`src/rtl/num_symbol_serializer_if.sv`:
```
// Byte-in / symbol-out bus of num_symbol_serializer.
// master = byte producer side, slave = serializer side.
interface num_symbol_serializer_if #(
    parameter int DEPTH = 4
);
    localparam int LW = $clog2(DEPTH) + 1;

    logic          clear;
    logic [7:0]    in_data;
    logic          in_valid;
    logic          in_ready;
    logic [1:0]    num;
    logic          num_valid;
    logic [LW-1:0] fifo_level;

    modport master (
        output clear, in_data, in_valid,
        input  in_ready, num, num_valid, fifo_level
    );

    modport slave (
        input  clear, in_data, in_valid,
        output in_ready, num, num_valid, fifo_level
    );
endinterface

```
`src/rtl/num_symbol_serializer.sv`:
```
// Byte FIFO feeding a 2-bit symbol shifter; emits 2'b00 with num_valid=0 when idle.
// NUM_SERIALIZER_LSB_FIRST_EN: emit each byte LSB pair first (default MSB pair first).
module num_symbol_serializer #(
    parameter int DEPTH = 4
) (
    input  logic                  clk,
    input  logic                  rst_n,
    num_symbol_serializer_if.slave bus
);
    localparam int AW = $clog2(DEPTH);
    localparam int LW = AW + 1;

    logic [7:0]    r_mem [DEPTH];
    logic [AW-1:0] r_wr_ptr;
    logic [AW-1:0] r_rd_ptr;
    logic [LW-1:0] r_level;
    logic [5:0]    r_sh;
    logic [1:0]    r_rem;
    logic [1:0]    r_num;
    logic          r_num_valid;

    logic          w_in_ready;
    logic          w_wr_en;
    logic          w_pop;
    logic [7:0]    w_head;
    logic [7:0]    w_ordered;

    assign w_in_ready = (r_level != LW'(DEPTH));
    assign w_wr_en    = bus.in_valid && w_in_ready && !bus.clear;
    assign w_pop      = (r_rem == 2'd0) && (r_level != '0) && !bus.clear;
    assign w_head     = r_mem[r_rd_ptr];

    // Reorder the head byte so the shifter always emits from its top pair.
    generate
        for (genvar gi = 0; gi < 4; gi++) begin : g_pair
`ifdef NUM_SERIALIZER_LSB_FIRST_EN
            assign w_ordered[2*gi +: 2] = w_head[6-2*gi +: 2];
`else
            assign w_ordered[2*gi +: 2] = w_head[2*gi +: 2];
`endif
        end
    endgenerate

    always_ff @(posedge clk) begin
        if (w_wr_en) begin
            r_mem[r_wr_ptr] <= bus.in_data;
        end
    end

    always_ff @(posedge clk or negedge rst_n) begin
        if (!rst_n) begin
            r_wr_ptr    <= '0;
            r_rd_ptr    <= '0;
            r_level     <= '0;
            r_sh        <= '0;
            r_rem       <= 2'd0;
            r_num       <= 2'b00;
            r_num_valid <= 1'b0;
        end else if (bus.clear) begin
            r_wr_ptr    <= '0;
            r_rd_ptr    <= '0;
            r_level     <= '0;
            r_rem       <= 2'd0;
            r_num       <= 2'b00;
            r_num_valid <= 1'b0;
        end else begin
            if (w_wr_en) begin
                r_wr_ptr <= r_wr_ptr + AW'(1);
            end
            if (w_pop) begin
                r_rd_ptr <= r_rd_ptr + AW'(1);
            end
            case ({w_wr_en, w_pop})
                2'b10:   r_level <= r_level + LW'(1);
                2'b01:   r_level <= r_level - LW'(1);
                default: r_level <= r_level;
            endcase

            if (r_rem != 2'd0) begin
                r_num       <= r_sh[5:4];
                r_sh        <= {r_sh[3:0], 2'b00};
                r_rem       <= r_rem - 2'd1;
                r_num_valid <= 1'b1;
            end else if (w_pop) begin
                r_num       <= w_ordered[7:6];
                r_sh        <= w_ordered[5:0];
                r_rem       <= 2'd3;
                r_num_valid <= 1'b1;
            end else begin
                r_num       <= 2'b00;
                r_num_valid <= 1'b0;
            end
        end
    end

    assign bus.in_ready   = w_in_ready;
    assign bus.num        = r_num;
    assign bus.num_valid  = r_num_valid;
    assign bus.fifo_level = r_level;
endmodule

```
`src/flat_wrapper.sv`:
```
// flat-port wrapper written by rule: the top's interface ports become plain ports
module num_symbol_serializer_flat 
#(
    parameter int DEPTH = 4
)
  (clk, rst_n, bus_clear, bus_in_data, bus_in_valid, bus_in_ready, bus_num, bus_num_valid, bus_fifo_level);
  num_symbol_serializer_if #(.DEPTH(DEPTH)) bus_i ();
  input  logic clk;
  input  logic rst_n;
  input wire logic [$bits(bus_i.clear)-1:0] bus_clear;
  input wire logic [$bits(bus_i.in_data)-1:0] bus_in_data;
  input wire logic [$bits(bus_i.in_valid)-1:0] bus_in_valid;
  output wire logic [$bits(bus_i.in_ready)-1:0] bus_in_ready;
  output wire logic [$bits(bus_i.num)-1:0] bus_num;
  output wire logic [$bits(bus_i.num_valid)-1:0] bus_num_valid;
  output wire logic [$bits(bus_i.fifo_level)-1:0] bus_fifo_level;
  assign bus_i.clear = bus_clear;
  assign bus_i.in_data = bus_in_data;
  assign bus_i.in_valid = bus_in_valid;
  assign bus_in_ready = bus_i.in_ready;
  assign bus_num = bus_i.num;
  assign bus_num_valid = bus_i.num_valid;
  assign bus_fifo_level = bus_i.fifo_level;
  num_symbol_serializer #(.DEPTH(DEPTH)) u_core (.clk(clk), .rst_n(rst_n), .bus(bus_i));
endmodule
```
`config.mk`:
```
export PLATFORM = sky130hd
export DESIGN_NAME = num_symbol_serializer_flat
export DESIGN_NICKNAME = d
export VERILOG_FILES = /design/src/rtl/num_symbol_serializer_if.sv /design/src/rtl/num_symbol_serializer.sv /design/src/flat_wrapper.sv
export SDC_FILE = /design/constraint.sdc
export NUM_CORES = 1
export LEC_CHECK = 0
export ABC_AREA = 1
export CORE_AREA = 2 2 66 68
export CTS_BUF_LIST = sky130_fd_sc_hd__clkbuf_16
export CTS_CLUSTER_DIAMETER = 60
export DETAILED_ROUTE_END_ITERATION = 12
export DIE_AREA = 0 0 68 70
export DONT_BUFFER_PORTS = 1
export PLACE_DENSITY = 0.81
export SLEW_MARGIN = 20
export SYNTH_ARGS = -nofsm -noshare
export SYNTH_HDL_FRONTEND = slang
export SYNTH_SLANG_ARGS = --single-unit
```
`constraint.sdc`:
```
create_clock -name clk -period 1.9 [get_ports clk]
set_clock_uncertainty 0.2 [all_clocks]
set_input_delay 0.19 -clock clk [delete_from_list [all_inputs] [get_ports clk]]
set_output_delay 0.19 -clock clk [all_outputs]
set_load 0.01 [all_outputs]
```
After elaboration in Yosys (flattened, before gate mapping)
Memory sizes are Yosys's and may differ from the RTL's.
Index checks and enable logic that the tools add are counted.
{ "op_classes": {"addsub": 5, "mul": 0, "div_mod_pow": 0, "n_lt_le_gt_ge": 0, "n_eq_ne": 3, "shifts": 0, "muxes": 19, "bitwise": 1, "n_reduce_logical": 14} }
{ "ops": {"columns": ["operator", "count"], "rows": [
  ["$mux 2", 10],
  ["$mux 6", 2],
  ["$reduce_bool 3->1", 3],
  ["$reduce_bool 2->1", 4],
  ["$pmux 3 s2", 1],
  ["$mux 1", 5],
  ["$add 2x1->2 const B", 2],
  ["$logic_and 1x1->1", 4],
  ["$add 3x1->3 const B", 1],
  ["$mux 3", 1],
  ["$ne 3x3->1 const B", 1],
  ["$sub 3x1->3 const B", 1],
  ["$eq 2x1->1 const B", 1],
  ["$eq 2x2->1 const B", 1],
  ["$logic_not 2->1", 1],
  ["$reduce_and 2->1", 1],
  ["$sub 2x1->2 const B", 1],
  ["$logic_not 1->1", 1],
  ["$not 1->1", 1]
]} }
{ "word_totals": {"reg_bits": 18, "latch_bits": 0, "mem_bits_rw": 32, "romBits": 0, "inputBits": 12, "output_inout_bits": 7, "mem_count": 1} }
{ "memory_table": {"columns": ["name", "depth", "word_bits", "rd", "rd_clocked_by_memory_dff", "wr", "line", "text"], "rows": [
  ["u_core.r_mem", 4, 8, 1, 0, 1, "num_symbol_serializer.sv:13", "logic [7:0] r_mem [DEPTH];"]
]} }

Depth between registers and ports, before layout
{ "depth": {"ltp_word": 6, "mapped_depth": 13, "mapped_depth_nobuf": 13} }

Worst setup path before layout
No wires, ideal clock.
{ "synth_timing": {"kind": "flip-flop to flip-flop", "from": "register u_core.r_level[0], in the netlist u_core.bus.fifo_level[0]", "to": "register u_core.r_level[2], in the netlist u_core.bus.fifo_level[2]", "arrival_ns": 1.803, "required_ns": 1.583, "path_slack_ns": -0.220, "stages_incl_launch_ff": 14, "path_buffers": 0, "period_less_slack_ns": 2.120, "path_cell_list": "dfrtp_1 -> nor2_4 -> nand2_4 -> nand2_2 -> nor2_4 -> nand2_1 -> inv_1 -> fa_1 -> xnor2_1 -> inv_1 -> nand2_1 -> nand2_1 -> nand2_1 -> nand2_1"} }
{ "synth_between": {"elab_chain_len": 6, "elab_cells_between_ends": 13} }
{ "synth_rtl": {"columns": ["element", "line", "text"], "rows": [
  ["start: declaration", "num_symbol_serializer.sv:16", "logic [LW-1:0] r_level;"],
  ["start signal: assignment", "num_symbol_serializer.sv:74", "2'b10: r_level <= r_level + LW'(1);"],
  ["start signal: assignment", "num_symbol_serializer.sv:75", "2'b01: r_level <= r_level - LW'(1);"],
  ["start signal: assignment", "num_symbol_serializer.sv:76", "default: r_level <= r_level;"],
  ["$ne 3x3->1 or $reduce_bool 3->1 (tied branches)", "num_symbol_serializer.sv:28, num_symbol_serializer.sv:30", null],
  ["$logic_and 1x1->1 (on tied branches) (2 in series)", "num_symbol_serializer.sv:29, num_symbol_serializer.sv:30", null],
  ["$eq 2x1->1 or $eq 2x2->1 (tied branches)", "num_symbol_serializer.sv:73", "case ({w_wr_en, w_pop})"],
  ["$pmux 3 s2", "num_symbol_serializer.sv:73", null],
  ["$mux 3", "num_symbol_serializer.sv:59", "end else if (bus.clear) begin"]
]} }
Parallel ways exist; a longest one is shown, timed or not.
A chain may end at the register's enable or synchronous reset.

Worst setup path after layout
{ "layout_timing": {"from": "register u_core.r_level[1], in the netlist u_core.bus.fifo_level[1]", "to": "register u_core.r_level[2], in the netlist u_core.bus.fifo_level[2]"} }
The elaborated chain is that of the path after synthesis.

==> reports/qor.csv <==
stage,metric,value,unit
status,outcome,finished with violations,
status,violations,"hold timing, setup timing",
timing,hold_viol,1,
yosys,synth_seq_cells,50,
floorplan,start_util,0.530,
timing,rsz0062_at_grt,true,
yosys,syn_nets,214,
yosys,yosys_warnings,0,
floorplan,coreArea,4140,sq um
yosys,netlist_top_cells_area,"edfxtp_1 (44%), dfrtp_1 (21%), nand2_1 (6.2%)",
critical_path,worstPathMaxFanout,3,
routing,vias,1463,
routing,wl_per_cell,15.0,microns
yosys,async_flop_share,0.360,
final_layout,area_growth,18.5,%
final_layout,fin_nets,239,
placement,pre_cts_ws,-0.0217,ns
critical_path,worstPathRequired,1.89,ns
pwr,vdd_drop_max,0.000673,V
yosys,syn_inst,196,
routing,drtIter0Drc,87,
critical_path,critical_path_class,reg -> reg,
yosys,yosysUniqueCellTypes,26,
yosys,synth.top_cell.area_share,0.438,
clock_network,clock_latency,0.29,ns
hold_path,hp-class,in -> reg,
floorplan,rows,24,
placement,port_buffers,0,
floorplan,io_pins,19,
timing,maxSlewViolCount,0,
timing,worst_pin_slew,0.849,ns
yosys,netlist_area,2200,sq um
floorplan,die_area,4760,sq um
final_layout,area.sequential,1410,sq um
placement,gp_congestion,0.874,
pwr,power_density,1380,nW/um^2
global_route,grt_max_degree,19,
routing,dr.pass1.iters,4,
global_route,track_usage,0.191,
yosys,syn_avg_cell_area,11.2,sq um
global_route,antenna_found_initial,0,
yosys,yosysMostFrequentCell,nand2_1,
timing,setup_viol,1,
clock_network,post-cts-setup-buffers,0,
routing,via_per_inst,5.34,
yosys,synth_ff_type,edfxtp_1,
clock_network,cts_root_buf,clkbuf_16,
clock_network,cts_tree,yes,
routing,ant_nets,0,
placement,hpwlAfterDp,2690,microns
final_layout,drive_gt1_frac,0.171,
clock_network,clk_transition_reported_paths,0.07,ns
critical_path,arrival,1.93,ns
floorplan,die_x,68,microns
clock_network,clockBufferDepth,2,
timing,final.setup.worst_slack,-0.0385,ns
routing,routed_wl,4120,microns
final_layout,fillers,320,
routing,drc_errors,0,
pwr,p_leak,0.00106,uW
clock_network,numCtsBuffers,5,
final_layout,multi_input_area,698,sq um
timing,slew_headroom,0.432,
timing,post-route-period-util,1.02,
global_route,grt_pass1_wl,6600,microns
global_route,grt_pass1_vias,1430,
yosys,yosysTopAreaCell,edfxtp_1,
timing,whs,-0.00467,ns
run,drv_cap,0,
critical_path,end_kind,flop,
timing,fmax,516,MHz
critical_path,startpoint_type,flop,
timing,min_period,1.94,ns
yosys,synthTopCellsByCount,"nand2_1 (36), edfxtp_1 (32), nor2_1 (22)",
final_layout,antenna_cells,0,
yosys,synth_edf_count,32,
clock_network,clkSinkCount,50,
global_route,overflow,0,
floorplan,fp.dieH,70,microns
yosys,ys_seq_area_frac,0.643,
clock_network,htreeDepth,2,
==> registers in the layout, indices dropped and copies added (netlist names) <==
register,cells
u_core.r_sh,6
u_core.r_rd_ptr,2
u_core.bus.num_valid,1
u_core.bus.fifo_level,3
u_core.r_rem,2
u_core.r_mem,32
u_core.r_wr_ptr,2
u_core.bus.num,2
==> logic make-up (layout without fill, tap and decap cells) <==
group                      Yosys count  after routing  synth area share
and+or+nand+nor                     79             79             0.166
DFF                                 50             50             0.643
AOI/OAI and AO/OA                   36             36            0.0980
buffers and inverters               24             50            0.0519
adders and majority gates            6              6            0.0376
xor gates and xnor gates             1              1           0.00399
==> final timing paths <==
path | endpoint | from | slack (ns) | depth (start not counted)
max reg2reg | u_core.bus.fifo_level[2] | u_core.bus.fifo_level[1] | -0.04 | 13
min in group asynchronous | u_core.r_sh[1] | rst_n | 0.25 | 1
max in group asynchronous | u_core.bus.fifo_level[0] | rst_n | 0.67 | 1
max | u_core.bus.fifo_level[2] | u_core.bus.fifo_level[1] | -0.04 | 13
min | u_core.bus.fifo_level[2] | bus_clear | -0.005 | 6
min reg2reg | u_core.r_sh[3] | u_core.r_sh[3] | 0.29 | 2
==> metal layers <==
metal | routed length (microns) | track usage | part of all wire
met4 | 71 | 0.0844 | 0.017
met3 | 252 | 0.0548 | 0.061
met5 | 0 | 0 | 0
met1 | 1670 | 0.234 | 0.41
met2 | 2120 | 0.309 | 0.52
==> power breakdown <==
part / total [uW] / switching, uW / internal (uW)
Clock: 855 / 374 / 481
Sequential: 1450 / 104 / 1350
Combinational: 1280 / 796 / 488
==> through the flow <==
step / utilization / total power (uW) / instance area (sq um) / cells / setup TNS, ns
floorplan: - / 2340 / 2220 / 196 / -0.0820
global placement: 0.565 / 2640 / 2340 / 255 / 0
detailed placement: 0.565 / 2680 / 2340 / 255 / -0.0217
CTS: 0.623 / 3570 / 2580 / 273 / -0.0465
global route: 0.628 / 3790 / 2600 / 274 / -1.72
finish: 0.628 / 3590 / 2600 / 274 / -0.0385
==> layout make-up <==
cell class,count,share of cell area
tap,52,0.0250
clock buffer,5,0.0481
inverter,20,0.0351
timing repair buffer,22,0.0740
multi-input combinational,122,0.268
sequential,50,0.543
clock inverter,3,0.00625
==> critical path: stages (launching register included) <==
cell and delay [ns]:
dfrtp_2 0.42, nor2_4 0.16, nand2_4 0.08, nand2_4 0.07
nor2_4 0.04, nand2_1 0.06, inv_1 0.06, fa_2 0.35
xnor2_2 0.15, inv_1 0.05, nand2_1 0.06, nand2_1 0.04
nand2_1 0.05, nand2_1 0.04
==> placed cells by master (no fill, tap or decap), types with 8 or more instances in the layout <==
master,netlist,routed
a21oi_1,8,8
buf_4,1,11
dfrtp_1,18,16
dlygate4sd3_1,0,11
edfxtp_1,32,32
inv_1,16,16
nand2_1,36,36
nand3_1,13,13
nor2_1,22,22
o21ai_0,18,18
==> repair_timing <==
action,in CTS,in global routing
hold buffers,10,1
resized for setup,0,1
setup endpoints to repair,1,26
hold endpoints to repair,55,3
pin swaps,0,1
(Power assumes the default switching activity.)
